File: config.mk
export PLATFORM = sky130hd
export DESIGN_NAME = binary_morph_3x3
export DESIGN_NICKNAME = d
export VERILOG_FILES = /design/src/rtl/img_proc_pkg.sv /design/src/rtl/sync_delay_line.sv /design/src/rtl/binary_morph_3x3.sv
export SDC_FILE = /design/constraint.sdc
export NUM_CORES = 1
export LEC_CHECK = 0
export BUFFER_PORTS_ARGS = -buffer_cell sky130_fd_sc_hd__buf_2
export CELL_PAD_IN_SITES_DETAIL_PLACEMENT = 1
export CELL_PAD_IN_SITES_GLOBAL_PLACEMENT = 1
export CORE_MARGIN = 4
export CORE_UTILIZATION = 35
export DETAILED_ROUTE_END_ITERATION = 8
export PLACE_DENSITY = 0.62
export REMOVE_ABC_BUFFERS = 1
export SKIP_LAST_GASP = 1
export SYNTH_ARGS = -nofsm -noshare
export SYNTH_HDL_FRONTEND = slang
export SYNTH_SLANG_ARGS = --single-unit
export TNS_END_PERCENT = 30
File: constraint.sdc
create_clock -name video_clk -period 1.8 [get_ports video_clk]
set_input_delay 0.36 -clock video_clk [delete_from_list [all_inputs] [get_ports video_clk]]
set_output_delay 0.36 -clock video_clk [all_outputs]
set_load 0.1 [all_outputs]
File: src/rtl/img_proc_pkg.sv
// Shared constants for the binary image-processing blocks:
// morphology mode codes, morph FSM states and a 9-bit popcount.
package img_proc_pkg;

   localparam logic [1:0] MORPH_BYPASS = 2'b00;
   localparam logic [1:0] MORPH_ERODE  = 2'b01;
   localparam logic [1:0] MORPH_DILATE = 2'b10;
   localparam logic [1:0] MORPH_MAJ    = 2'b11;

   typedef enum logic {
      WAIT_VS = 1'b0,
      ACTIVE  = 1'b1
   } morph_state_e;

   function automatic logic [3:0] popcount9(input logic [8:0] w);
      logic [3:0] n;
      n = '0;
      for (int i = 0; i < 9; i++) begin
         n = n + {3'b000, w[i]};
      end
      return n;
   endfunction

endpackage

File: src/rtl/sync_delay_line.sv
// Fixed-depth shift register for sync/timing signals.
// Ports: clk_i, rst_i (async high), d_i in, q_o = d_i delayed DEPTH cycles.
module sync_delay_line #(
   parameter int WIDTH = 1,
   parameter int DEPTH = 1
) (
   input  logic             clk_i,
   input  logic             rst_i,
   input  logic [WIDTH-1:0] d_i,
   output logic [WIDTH-1:0] q_o
);

   logic [WIDTH-1:0] sr_q [DEPTH];

   always_ff @(posedge clk_i or posedge rst_i) begin
      if (rst_i) begin
         for (int i = 0; i < DEPTH; i++) begin
            sr_q[i] <= '0;
         end
      end else begin
         sr_q[0] <= d_i;
         for (int i = 1; i < DEPTH; i++) begin
            sr_q[i] <= sr_q[i-1];
         end
      end
   end

   assign q_o = sr_q[DEPTH-1];

endmodule

File: src/rtl/binary_morph_3x3.sv
// 3x3 binary morphology (bypass/erode/dilate/majority) with border fill.
// In: video_clk, rst, mode, video_vs/hs, matrix_de, matrix11..33.
// Out: out_vs/hs (vs/hs + SYNC_DLY+2), out_de/out_data (+2), line_err.
module binary_morph_3x3
   import img_proc_pkg::*;
#(
   parameter int   IMG_WIDTH  = 1920,
   parameter int   IMG_HEIGHT = 1080,
   parameter int   SYNC_DLY   = 2,
   parameter logic BORDER_VAL = 1'b0
) (
   input  logic       video_clk,
   input  logic       rst,
   input  logic [1:0] mode,
   input  logic       video_vs,
   input  logic       video_hs,
   input  logic       matrix_de,
   input  logic       matrix11,
   input  logic       matrix12,
   input  logic       matrix13,
   input  logic       matrix21,
   input  logic       matrix22,
   input  logic       matrix23,
   input  logic       matrix31,
   input  logic       matrix32,
   input  logic       matrix33,
   output logic       out_vs,
   output logic       out_hs,
   output logic       out_de,
   output logic       out_data,
   output logic       line_err
);

   localparam int XW = $clog2(IMG_WIDTH + 1);
   localparam int YW = $clog2(IMG_HEIGHT);
   localparam logic [XW-1:0] X_FULL = XW'(IMG_WIDTH);
   localparam logic [XW-1:0] X_LAST = XW'(IMG_WIDTH - 1);
   localparam logic [YW-1:0] Y_LAST = YW'(IMG_HEIGHT - 1);

   morph_state_e   state_q;
   logic [1:0]     mode_q;
   logic           vs_q, fs_q, de_q;
   logic [XW-1:0]  x_q;
   logic [YW-1:0]  y_q;
   logic           line_err_q;

   logic [8:0]     win;
   logic           and9_q, or9_q, maj_q, ctr_q, brd_q, de1_q;
   logic           sel_d, data_d;
   logic           out_de_q, out_data_q;

   assign win = {matrix11, matrix12, matrix13,
                 matrix21, matrix22, matrix23,
                 matrix31, matrix32, matrix33};

   // Frame start is a registered rising edge of vs; it
   // overrides any line bookkeeping on the same cycle.
   always_ff @(posedge video_clk or posedge rst) begin
      if (rst) begin
         state_q    <= WAIT_VS;
         mode_q     <= MORPH_BYPASS;
         vs_q       <= 1'b0;
         fs_q       <= 1'b0;
         de_q       <= 1'b0;
         x_q        <= '0;
         y_q        <= '0;
         line_err_q <= 1'b0;
      end else begin
         vs_q <= video_vs;
         fs_q <= video_vs & ~vs_q;
         de_q <= matrix_de;
         if (fs_q) begin
            state_q    <= ACTIVE;
            mode_q     <= mode;
            x_q        <= '0;
            y_q        <= '0;
            line_err_q <= 1'b0;
         end else if (matrix_de) begin
            x_q <= x_q + XW'(1);
         end else if (de_q) begin
            x_q <= '0;
            if (y_q != Y_LAST) y_q <= y_q + YW'(1);
            if (x_q != X_FULL) line_err_q <= 1'b1;
         end
      end
   end

   always_ff @(posedge video_clk or posedge rst) begin
      if (rst) begin
         and9_q <= 1'b0;
         or9_q  <= 1'b0;
         maj_q  <= 1'b0;
         ctr_q  <= 1'b0;
         brd_q  <= 1'b0;
         de1_q  <= 1'b0;
      end else begin
         and9_q <= &win;
         or9_q  <= |win;
         maj_q  <= popcount9(win) >= 4'd5;
         ctr_q  <= matrix22;
         brd_q  <= (x_q == '0) || (x_q == X_LAST) ||
                   (y_q == '0) || (y_q == Y_LAST);
         de1_q  <= matrix_de;
      end
   end

   always_comb begin
      sel_d = 1'b0;
      unique case (mode_q)
         MORPH_BYPASS: sel_d = ctr_q;
         MORPH_ERODE:  sel_d = and9_q;
         MORPH_DILATE: sel_d = or9_q;
         MORPH_MAJ:    sel_d = maj_q;
         default:      sel_d = 1'b0;
      endcase
   end

   // Until a frame start is seen the data path is held at 0.
   always_comb begin
      data_d = 1'b0;
      if (state_q == ACTIVE && de1_q) begin
         data_d = brd_q ? BORDER_VAL : sel_d;
      end
   end

   always_ff @(posedge video_clk or posedge rst) begin
      if (rst) begin
         out_de_q   <= 1'b0;
         out_data_q <= 1'b0;
      end else begin
         out_de_q   <= de1_q;
         out_data_q <= data_d;
      end
   end

   sync_delay_line #(
      .WIDTH(2),
      .DEPTH(SYNC_DLY + 2)
   ) u_sync_dly (
      .clk_i(video_clk),
      .rst_i(rst),
      .d_i  ({video_vs, video_hs}),
      .q_o  ({out_vs, out_hs})
   );

   assign out_de   = out_de_q;
   assign out_data = out_data_q;
   assign line_err = line_err_q;

endmodule

* Word level (Yosys, flattened, before mapping) *
Index checks and enable logic that the tools add are counted.
Widths: inputs -> output; s select.

word-level totals
  memory bits (read-only) = 0
  memories = 0
  memory bits (writable) = 0
  bits of input ports = 16
  flip-flop bits (word level) = 44
  latch bits = 0
  logic and storage cells = 69

cells by class
  div/mod/pow operators = 0
  mux-type cells = 14
  multipliers = 0
  magnitude comparators = 1
  bitwise logic cells = 2
  shift-type cells = 0
  equal/unequal tests = 8
  reduce and logical (&&, ||, !) cells = 15
  $add $sub $neg = 10

operators by type and width
  cell                   count
  $mux 11                7
  $add 11x1->11 const B  2
  $eq 11x11->1 const B   2
  $logic_not 11->1       2
  $ne 11x11->1 const B   2
  $add 4x1->4            5
  $reduce_and 9->1       1
  $reduce_or 9->1        1
  $mux 1                 6
  $reduce_and 3->1       2
  $reduce_bool 2->1      3
  $add 3x1->4            1
  $eq 2x2->1 const B     2
  $ge 4x3->1 const B     1
  $pmux 1 s4             1
  $add 2x1->3            1
  $logic_or 1x1->1       3
  $reduce_bool 3->1      1
  $add 1x1->2            1
  $eq 2x1->1 const B     1
  $logic_not 2->1        1
  $ne 2x1->1 const B     1
  $and 1x1->1            1
  $logic_and 1x1->1      1
  $not 1->1              1

* Logic depth before layout (Yosys ltp) *
Gate-level depths: netlist of the first run.

  depth in word-level cells = 9
  depth in mapped cells = 11
  gate-level depth less buffers = 11

* Cells and area by module *
A second synthesis of the first run with hierarchy kept.

second synthesis, totals
  cells, all modules = 209
  area, all modules = 2212.1 um^2

by module, submodules not included
  module            cells each  times used  sequential area each (um^2)  area each (um^2)
  binary_morph_3x3  198         1           900.9                        1993.2
  sync_delay_line   11          1           200.2                        219.0

* Worst setup path after synthesis of the first run *
OpenSTA, ideal clock, no wires.

  path type = input-to-reg
  start point = input matrix11
  end point = register maj_q
  setup slack = -1291 ps
  setup time = 77 ps
  arrival time = 3013 ps
  stages = 11
  path buffers = 0
  cells stage by stage = inv_1 -> fa_1 -> fa_1 -> fa_1 -> inv_1 -> fa_1 -> inv_1 -> fa_1 -> nand2b_1 -> a221oi_1 -> a21oi_1

on the way
  cells in the longest elaborated chain, start to end = 2

RTL lines
  item                  line                    source
  from (decl)           binary_morph_3x3.sv:18  input logic matrix11,
  $add 4x1->4           img_proc_pkg.sv:19      n = n + {3'b000, w[i]};
  $ge 4x3->1            binary_morph_3x3.sv:99  maj_q <= popcount9(win) >= 4'd5;
  to (signal assigned)  binary_morph_3x3.sv:92  maj_q <= 1'b0;
  to (signal assigned)  binary_morph_3x3.sv:99
  to (decl)             binary_morph_3x3.sv:48  logic and9_q, or9_q, maj_q, ctr_q, brd_q, de1_q;

No other way between the ends.
A chain may end at the register's enable or synchronous reset.

* Final worst setup path of the first run *
  start point = input matrix21
  end point = register maj_q

on the way
  cells in the longest elaborated chain, start to end = 5

RTL lines
  item                      line                    source
  from (decl)               binary_morph_3x3.sv:21  input logic matrix21,
  $add 4x1->4 (4 in a row)  img_proc_pkg.sv:19
  $ge 4x3->1                binary_morph_3x3.sv:99

No other way between the ends.

==> results of run 1 <==
## stage by stage
step | utilization [%] | hold slack (ns) | TNS [ns] | power (mW)
after global placement | 41.7 | 0.332 | -1.46 | 1.50
final | 43.5 | 0.0801 | -1.16 | 2.15
after CTS | 43.5 | 0.0852 | -1.17 | 2.18
after global routing | 43.5 | 0.0944 | -1.30 | 2.29
after floorplan | - | 0.331 | -1.29 | 1.36
after detailed placement | 41.7 | 0.336 | -1.53 | 1.51
## state kept, by name (all words and copies together), names as in the netlist, 2 cells and up
| register | count |
|---|---|
| mode_q | 2 |
| u_sync_dly.q_o | 2 |
| u_sync_dly.sr_q | 5 |
| x_q | 11 |
| y_q | 11 |
## kinds of logic after synthesis
logic type                 count (synthesis)  synth area share, %
xor gates and xnor gates                   5                 2.04
DFF                                       43                 50.0
and+or+nand+nor                           74                 19.3
muxes                                      5                 3.26
buffers and inverters                     30                 5.24
adders and majority gates                 13                 9.31
AOI/OAI and AO/OA                         39                 10.8
## final cells by class
cell class              instances  area (um2)
well taps                      75        93.8
clock buffers                   5        68.8
multi-input cells             136         971
fillers                       685        3370
inverters                      23        86.3
clock inverters                 3        23.8
flip-flops and latches         43        1080
repair buffers                 41         270
## synth_stat cells (all sizes together)
master	number	area, um2
o41ai	2	17.5
or3	3	18.8
nor4b	1	15.0
ha	8	100
a21oi	9	45.0
a31o	2	17.5
a22o	1	8.76
a211oi	1	7.51
inv	23	86.3
and4b	1	10.0
dfrtp	43	1080
nor2b	4	25.0
or2	1	6.26
xnor2	4	35.0
nand4b	2	17.5
o31ai	1	7.51
and4	2	17.5
fa	5	100
mux2i	1	10.0
buf	2	7.51
nor2	15	56.3
mux2	3	37.5
xor2	1	8.76
nand3	6	30.0
clkbuf	5	18.8
nand2	10	37.5
a41oi	1	8.76
a221oi	1	8.76
mux4	1	22.5
nor4	5	37.5
nand3b	1	7.51
nand4	8	50.1
a311oi	1	8.76
and2	1	6.26
o21ai	18	90.1
and3	4	25.0
nand2b	4	25.0
a31oi	2	12.5
nor3	6	30.0
## final timing paths
path                                    start            endpoint  slack, ns  depth (start not counted)
min in group video_clk               video_hs  u_sync_dly.sr_q[6]       0.16                          1
max reg2reg                            x_q[0]               brd_q       0.09                          5
min reg2reg                u_sync_dly.sr_q[4]  u_sync_dly.sr_q[2]       0.35                          0
max                                  matrix21               maj_q      -1.16                         12
max in group asynchronous                 rst              y_q[2]       1.51                          3
min                                       rst              out_de       0.08                          3
## cells in the final DEF (no fill, tap or decap), types with 2 or more instances in the layout
cell / instances
a21oi_1: 9
a31o_2: 2
a31oi_1: 2
and3_1: 4
and4_1: 2
buf_2: 20
buf_4: 20
clkbuf_8: 5
clkinvlp_4: 2
dfrtp_1: 43
fa_1: 4
ha_1: 8
inv_1: 19
inv_2: 3
mux2_2: 2
nand2_1: 10
nand2b_1: 4
nand3_1: 6
nand4_1: 8
nand4b_1: 2
nor2_1: 15
nor2b_1: 4
nor3_1: 6
nor4_1: 4
o21ai_0: 18
o41ai_1: 2
or3_1: 3
xnor2_1: 4
## power by group
part / total [mW] / internal [mW] / switching (mW)
sequential: 1.06 / 1.02 / 0.0392
clock: 0.639 / 0.278 / 0.361
combinational: 0.450 / 0.194 / 0.256
total: 2.15 / 1.50 / 0.657
## worst register-to-register path, cell delays in order (launching register included)
cell     delay [ns]
dfrtp_1        0.42
ha_1           0.23
and3_1         0.23
nand3_1        0.13
o41ai_1        0.45
a31o_2         0.19
## timing repair
action / in CTS / in global routing
hold buffers: 0 / 0
resized for setup: 4 / 1
setup endpoints to repair: 1 / 2
setup buffers: 1 / 0
pin swaps: 4 / 2
## routing by layer
| layer | global-route usage, % | vias up | wire, um |
|---|---|---|---|
| li1 | - | 808 | - |
| met1 | 18.3 | 813 | 2190 |
| met2 | 23.6 | 16 | 2270 |
| met3 | 2.95 | 7 | 134 |
| met4 | 5.52 | 0 | 68 |
| met5 | 0 | - | 0 |
==> results.py, run 1 <==
metrics = {
    "clock_network": {
        "worstSkewPairLatency_ns": 0.30,
        "cts_made_buffers": 5,
        "clock_path_buffers": 2,
        "htree_levels": 2,
        "clk_pin_slew_ns": 0.09,
        "clock_sinks": 43,
        "cts_root_buffer": "clkbuf_8",
        "cts_tree": "built",
    },
    "logic_synthesis": {
        "netlist_instances": 209,
        "syn_area_mm2": 0.00215,
        "ys_types": 41,
        "syn_avg_cell_area_um2": 10.3,
        "synth_seq_cells": 43,
        "yosys_warnings": 0,
        "ys_seq_area_share_pct": 50.0,
    },
    "timing": {
        "fmax_mhz": 338,
        "worst_slack_ns": -1.16,
        "rsz0062_at_grt": "true",
        "post-route-period-util_pct": 164,
        "fin_skew_ns": 0.00745,
        "setup_viol": 1,
        "worstMarginPinSlew_ns": 0.503,
        "max_slew_margin_pct": 66.0,
        "period_minus_slack_ns": 2.96,
        "drv_slew": 0,
        "hold_viol_final": 0,
    },
    "worst_setup_path": {
        "worst_setup_path_end_kind": "flip-flop",
        "cp_data_required_time_ns": 2.03,
        "path_class": "input pin to flip-flop",
        "cpMaxStageDelayCell": "fa_1",
        "cp_slowest_stage_delay_ns": 0.54,
        "crit_arrival_ns": 3.19,
        "cp-start-kind": "input pin",
        "crit_top_cell": "fa_1",
        "crit_buf_inv": 4,
        "critical_path.top_delay_family": "adder cells",
        "critical_path_peak_fanout": 2,
        "crit_chain": "buf_2 -> inv_1 -> fa_1 -> fa_1 -> fa_1 -> inv_2 -> fa_2 -> inv_1 -> fa_1 -> nand2b_1 -> a221oi_2 -> a21oi_1",
    },
    "pwr": {
        "leakage_nw": 1.17,
        "powerDensity_mw_per_mm2": 831,
        "ir_worst_vdd_mv": 0.376,
    },
    "place": {
        "io_buffers": 20,
        "numPlacedInstances": 317,
        "dpl_worst_slack_ns": -1.53,
        "hpwlAfterDp_um": 3470,
        "placement.cell_area_mm2": 0.00248,
        "gp_congestion": 0.762,
    },
    "floorplanning": {
        "row_count": 28,
        "fp.dieH_um": 86.4,
        "die-area_mm2": 0.00746,
        "ios": 21,
        "die_w_um": 86.4,
        "fp.coreArea_mm2": 0.00596,
        "start_util_pct": 36.1,
    },
    "grt": {
        "grt_usage_pct": 14.3,
        "first_global_vias": 1797,
        "grt_overflow": 0,
        "antenna_found_initial": 0,
        "grt_pass1_wl_um": 8490,
        "grt_max_degree": 44,
    },
    "status": {
        "outcome": "finished with violations",
        "violations": "setup timing",
    },
    "finish": {
        "drive_gt1_share_pct": 25.1,
        "nNetsFinal": 279,
        "final_cell_count_no_fill": 326,
        "antenna_cells": 0,
        "design_area_mm2": 0.00259,
        "areaGrowthSynthToFinish_pct": 20.4,
    },
    "worst_hold_path": {
        "hp-class": "input pin to async pin",
    },
    "routing": {
        "vias": 1644,
        "drc_errors": 0,
        "wl_per_cell_um": 14.3,
        "dr.pass1.iters": 4,
        "drt-total-wl_um": 4660,
        "vias_per_cell": 5.04,
        "antenna_left": 0,
        "drtIter0Drc": 32,
    },
    "run": {
        "drv_cap": 0,
    },
}
Note: power is estimated with default switching activity, not from simulation.
==> inputs of run 2 (changes only) <==
CORE_UTILIZATION = 46   (was 35)
PLACE_DENSITY = 0.85   (was 0.62)
==> run 2 against run 1 <==
The run still ends with setup timing left. Critical path depth is the same. Non-clock buffer count shrank 1. Total power grew 8.1%. Global-route usage grew 5.1 points. Clock-buffer cell count grew 1. Critical path type unchanged. Combinational power grew 7.3%. Clock power grew 23%. Via count grew 4.9%. Largest cell class unchanged.
==> results.py, run 2 (synthesis gave the netlist of run 1 again) <==
metrics = {
    "grt": {
        "grt_pass1_wl_um": 9110,
        "first_global_vias": 1852,
        "grt_max_degree": 35,
        "antenna_found_initial": 0,
        "grt_overflow": 0,
        "grt_usage_pct": 19.4,
    },
    "timing": {
        "period_minus_slack_ns": 2.98,
        "max_slew_margin_pct": 67.6,
        "fin_skew_ns": 0.00802,
        "drv_slew": 0,
        "worstMarginPinSlew_ns": 0.486,
        "setup_viol": 1,
        "fmax_mhz": 335,
        "rsz0062_at_grt": "true",
        "worst_slack_ns": -1.18,
        "hold_viol_final": 0,
        "post-route-period-util_pct": 166,
    },
    "worst_setup_path": {
        "worst_setup_path_end_kind": "flip-flop",
        "cp-start-kind": "input pin",
        "crit_chain": "buf_8 -> inv_4 -> fa_1 -> fa_1 -> fa_1 -> inv_2 -> fa_2 -> inv_2 -> fa_1 -> nand2b_1 -> a221oi_2 -> a21oi_1",
        "rrSetupSlack_ns": 0.07,
        "crit_top_cell": "fa_1",
        "crit_arrival_ns": 3.16,
        "critical_path_peak_fanout": 2,
        "path_class": "input pin to flip-flop",
        "cpMaxStageDelayCell": "fa_1",
        "cp_slowest_stage_delay_ns": 0.55,
        "cp_data_required_time_ns": 1.98,
    },
    "floorplanning": {
        "die_w_um": 76.4,
        "start_util_pct": 48.4,
        "fp.dieH_um": 76.4,
        "ios": 21,
        "fp.coreArea_mm2": 0.00444,
        "die-area_mm2": 0.00583,
        "row_count": 24,
    },
    "status": {
        "violations": "setup timing",
        "outcome": "finished with violations",
    },
    "pwr": {
        "ir_worst_vdd_mv": 0.337,
        "leakage_nw": 1.20,
        "powerDensity_mw_per_mm2": 891,
    },
    "finish": {
        "antenna_cells": 0,
        "drive_gt1_share_pct": 25.6,
        "reg.largest.list": "x_q x11, y_q x11, u_sync_dly.sr_q x5",
        "final_cell_count_no_fill": 302,
        "areaGrowthSynthToFinish_pct": 21.3,
        "fillers": 504,
        "design_area_mm2": 0.00261,
        "final_common_cell": "dfrtp_1",
        "final_cell_mix": "dfrtp_1, buf_4, inv_1, o21ai_0, buf_2",
        "nNetsFinal": 278,
        "final_core_util_pct": 58.7,
    },
    "place": {
        "numPlacedInstances": 292,
        "gp_congestion": 0.792,
        "io_buffers": 20,
        "hpwlAfterDp_um": 3630,
        "placement.cell_area_mm2": 0.00244,
    },
    "routing": {
        "wl_per_cell_um": 17.0,
        "dr.pass1.iters": 4,
        "antenna_left": 0,
        "vias": 1725,
        "vias_per_cell": 5.71,
        "drt-total-wl_um": 5140,
        "drc_errors": 0,
        "drtIter0Drc": 95,
    },
    "clock_network": {
        "clk_pin_slew_ns": 0.08,
        "cts_tree": "built",
        "clock_sinks": 43,
        "worstSkewPairLatency_ns": 0.30,
        "clock_path_buffers": 2,
        "htree_levels": 2,
        "hold_buffers": 0,
        "cts_made_buffers": 5,
        "cts_root_buffer": "clkbuf_8",
    },
    "run": {
        "drv_cap": 0,
    },
    "worst_hold_path": {
        "hp-class": "input pin to async pin",
    },
}
==> run 2: cell count changes in the layout (fill, tap and decap cells not counted), sizes merged <==
cell / previous run / this run
buf: 41 / 40
bufinv: 0 / 1
clkinvlp: 2 / 0
clkbuf: 5 / 6
==> run 2: per-layer routing <==
| metal | global-route usage, % | routed length (um) | part of all wire, % | up-vias |
|---|---|---|---|---|
| met1 | 25.3 | 2330 | 45 | 879 |
| met4 | 5.07 | 58 | 1.1 | 0 |
| met5 | 0 | 0 | 0 | - |
| li1 | - | - | - | 809 |
| met2 | 32.9 | 2570 | 50 | 30 |
| met3 | 4.14 | 176 | 3.4 | 7 |
==> run 2: final timing paths <==
kind / startpoint / end / cells past startpoint
worst max-delay path: matrix11 / maj_q / 12
worst min-delay path: rst / u_sync_dly.q_o[0] / 2
worst max register to register: x_q[0] / brd_q / 5
worst min register to register: u_sync_dly.sr_q[2] / u_sync_dly.q_o[0] / 0
max in group asynchronous: rst / x_q[9] / 3
min in group video_clk: video_hs / u_sync_dly.sr_q[6] / 1
==> run 2: metrics by stage <==
stage               hold WS, ns  total power [mW]  setup TNS (ns)  setup slack [ns]
global route             0.0588              2.44           -1.28             -1.26
finish                   0.0351              2.33           -1.18             -1.18
global placement          0.335              1.49           -1.44             -1.44
CTS                      0.0447              2.34           -1.26             -1.26
floorplan                 0.331              1.36           -1.29             -1.29
detailed placement        0.336              1.52           -1.56             -1.56
==> run 2: worst max-delay path: cells and delay by family <==
kind | cells | cell delay, ns
AO/OA/AOI/OAI | 2 | 0.35
adder cells (fa/ha/maj) | 5 | 2.13
buffers and inverters | 4 | 0.22
AND/OR/NAND/NOR | 1 | 0.09
==> run 2: what timing repair did <==
action                                  CTS  global route
gates resized for setup                  11             3
endpoints found under the setup margin    1             2
buffers inserted                          1             1
gates cloned                              0             0
pin swaps                                 7             7
hold endpoints to repair                  0             0
==> run 2: cell type report <==
class | count | area (um2) | share of cell area, %
clock buffers | 6 | 82.6 | 3.16
clock inverters | 2 | 35.0 | 1.34
inverters | 23 | 91.3 | 3.50
multi-input cells | 136 | 971 | 37.2
flip-flops and latches | 43 | 1080 | 41.2
well taps | 52 | 65.1 | 2.49
repair buffers | 40 | 289 | 11.1
==> run 2: power by group <==
| group | internal, mW | switching [mW] | total [mW] |
|---|---|---|---|
| sequential | 1.02 | 0.0342 | 1.06 |
| combinational | 0.207 | 0.276 | 0.483 |
| clock | 0.449 | 0.337 | 0.786 |
| total | 1.68 | 0.647 | 2.33 |
==> inputs of run 3 (changes only) <==
--- a/config.mk
+++ b/config.mk
@@ -18,3 +18,2 @@
 export SYNTH_HDL_FRONTEND = slang
 export SYNTH_SLANG_ARGS = --single-unit
-export TNS_END_PERCENT = 30
==> constraint.sdc (replaced) <==
create_clock -name video_clk -period 1.8 [get_ports video_clk]
set_input_delay 0.09 -clock video_clk [delete_from_list [all_inputs] [get_ports video_clk]]
set_output_delay 0.09 -clock video_clk [all_outputs]
set_load 0.1 [all_outputs]
==> run 3 against run 2 <==
The flow still finishes with violations (setup timing). Cell count increased by 1.3%. Core utilization down 0.084 points. Critical path depth is the same. Total power fell by 1.3%. Via count up 0.99%.
==> results.py, run 3 (synthesis gave the netlist of run 1 again) <==
metrics = {
    "timing": {
        "hold_viol_final": 0,
        "rsz0062_at_grt": "true",
        "drv_slew": 0,
        "fin_skew_ns": 0.0101,
        "max_slew_margin_pct": 62.1,
        "setup_viol": 1,
        "worst_slack_ns": -0.960,
        "worstMarginPinSlew_ns": 0.562,
        "fmax_mhz": 362,
        "post-route-period-util_pct": 153,
        "period_minus_slack_ns": 2.76,
    },
    "worst_setup_path": {
        "critical_path_peak_fanout": 2,
        "path_class": "input pin to flip-flop",
        "cpMaxStageDelayCell": "fa_1",
        "crit_top_cell": "fa_1",
        "crit_buf_inv": 4,
        "crit_chain": "buf_2 -> inv_1 -> fa_1 -> fa_1 -> fa_1 -> inv_2 -> fa_2 -> inv_1 -> fa_1 -> nand2b_1 -> a221oi_2 -> a21oi_1",
        "cp_data_required_time_ns": 2.02,
        "cp-start-kind": "input pin",
        "crit_arrival_ns": 2.98,
        "critical_path.top_delay_family": "adder cells",
        "startpoint": "matrix11",
        "worst_setup_path_end_kind": "flip-flop",
        "timing.rr.start": "x_q[0]",
        "cp_slowest_stage_delay_ns": 0.54,
    },
    "finish": {
        "reg.largest.list": "x_q x11, y_q x11, u_sync_dly.sr_q x5",
        "areaGrowthSynthToFinish_pct": 21.2,
        "final_common_cell": "dfrtp_1",
        "antenna_cells": 0,
        "fillers": 505,
        "nNetsFinal": 282,
        "drive_gt1_share_pct": 22.8,
        "final_core_util_pct": 58.6,
        "final_cell_mix": "dfrtp_1, inv_1, buf_2",
    },
    "floorplanning": {
        "fp.dieH_um": 76.4,
        "die_w_um": 76.4,
        "row_count": 24,
        "fp.coreArea_mm2": 0.00444,
        "die-area_mm2": 0.00583,
        "ios": 21,
        "start_util_pct": 48.4,
    },
    "grt": {
        "grt_pass1_wl_um": 9090,
        "grt_overflow": 0,
        "grt_max_degree": 44,
        "grt_usage_pct": 19.3,
        "first_global_vias": 1857,
        "antenna_found_initial": 0,
    },
    "routing": {
        "drtIter0Drc": 101,
        "vias_per_cell": 5.69,
        "drc_errors": 0,
        "dr.pass1.iters": 4,
        "drt-total-wl_um": 5060,
        "wl_per_cell_um": 16.5,
        "antenna_left": 0,
        "vias": 1742,
    },
    "clock_network": {
        "clock_sinks": 43,
        "clock_path_buffers": 2,
        "worstSkewPairLatency_ns": 0.30,
        "htree_levels": 2,
        "cts_tree": "built",
        "cts_made_buffers": 5,
        "clk_pin_slew_ns": 0.08,
        "cts_root_buffer": "clkbuf_8",
    },
    "place": {
        "io_buffers": 20,
        "dpl_worst_slack_ns": -1.27,
        "gp_congestion": 0.820,
        "hpwlAfterDp_um": 3630,
    },
    "run": {
        "drv_cap": 0,
    },
    "worst_hold_path": {
        "min_from": "matrix23",
        "hp-class": "input pin to flip-flop",
    },
    "status": {
        "violations": "setup timing",
        "outcome": "finished with violations",
    },
    "pwr": {
        "ir_worst_vdd_mv": 0.393,
        "powerDensity_mw_per_mm2": 881,
        "leakage_nw": 1.20,
    },
}
-- run 3: cell types whose count changed in the layout (fill, tap and decap cells not counted), sizes merged --
| cell | previous run | this run |
|---|---|---|
| dlygate4sd3 | 0 | 6 |
| clkbuf | 6 | 5 |
| clkinv | 1 | 2 |
| buf | 40 | 38 |
-- run 3: path summary, 6_finish.rpt --
path                                      end  slack, ns  cells past startpoint
max in group asynchronous                fs_q       0.94                      4
max reg2reg                             brd_q       0.06                      5
min reg2reg                u_sync_dly.sr_q[3]       0.36                      0
min                                    and9_q       0.05                      3
min in group asynchronous              y_q[9]       0.49                      4
max                                     maj_q      -0.96                     12
-- run 3: final cells by class --
class                           count  area [um2]  share of cell area, %
Clock buffer                        5        68.8                   2.64
Clock inverter                      3        43.8                   1.68
Inverter                           23        86.3                   3.31
Multi-Input combinational cell    136         971                   37.3
Sequential cell                    43        1080                   41.3
Tap cell                           52        65.1                   2.50
Timing Repair Buffer               44         295                   11.3
-- run 3: per-layer routing --
layer	vias up	share of wire (%)	track usage (%)
met4	0	1.4	6.52
met2	32	50	31.3
met1	887	45	25.6
met5	-	0	0
li1	815	-	-
met3	8	3.4	4.26
-- run 3: what timing repair did --
item | CTS | global route
endpoints found under the setup margin | 1 | 1
hold buffers | 5 | 1
gates resized for setup | 2 | 1
cloned | 0 | 0
setup buffers | 0 | 1
hold endpoints to repair | 47 | 1
pin swaps | 0 | 2
-- run 3: worst register-to-register path: cells and delay by family (launching register included) --
kind            cells  cell delay (ns)
compound gates      2             0.71
flops               1             0.42
simple gates        2             0.34
fa+ha+maj           1             0.22
-- run 3: per-stage QoR --
step                      power (mW)  cells  TNS, ns  cell area (um2)  hold slack [ns]
after floorplan                 1.36    202    -1.02             2120            0.121
after global placement          1.48    291    -1.16             2420            0.199
after detailed placement        1.51    291    -1.27             2420            0.202
after CTS                       2.30    304   -0.936             2590          0.00644
after global routing            2.44    306    -1.06             2610           0.0475
final                           2.30    306   -0.960             2610           0.0468
-- run 3: where the power goes --
group	switching (mW)	internal (mW)	total [mW]
clock	0.342	0.413	0.756
sequential	0.0336	1.02	1.06
combinational	0.278	0.204	0.482
total	0.654	1.64	2.30
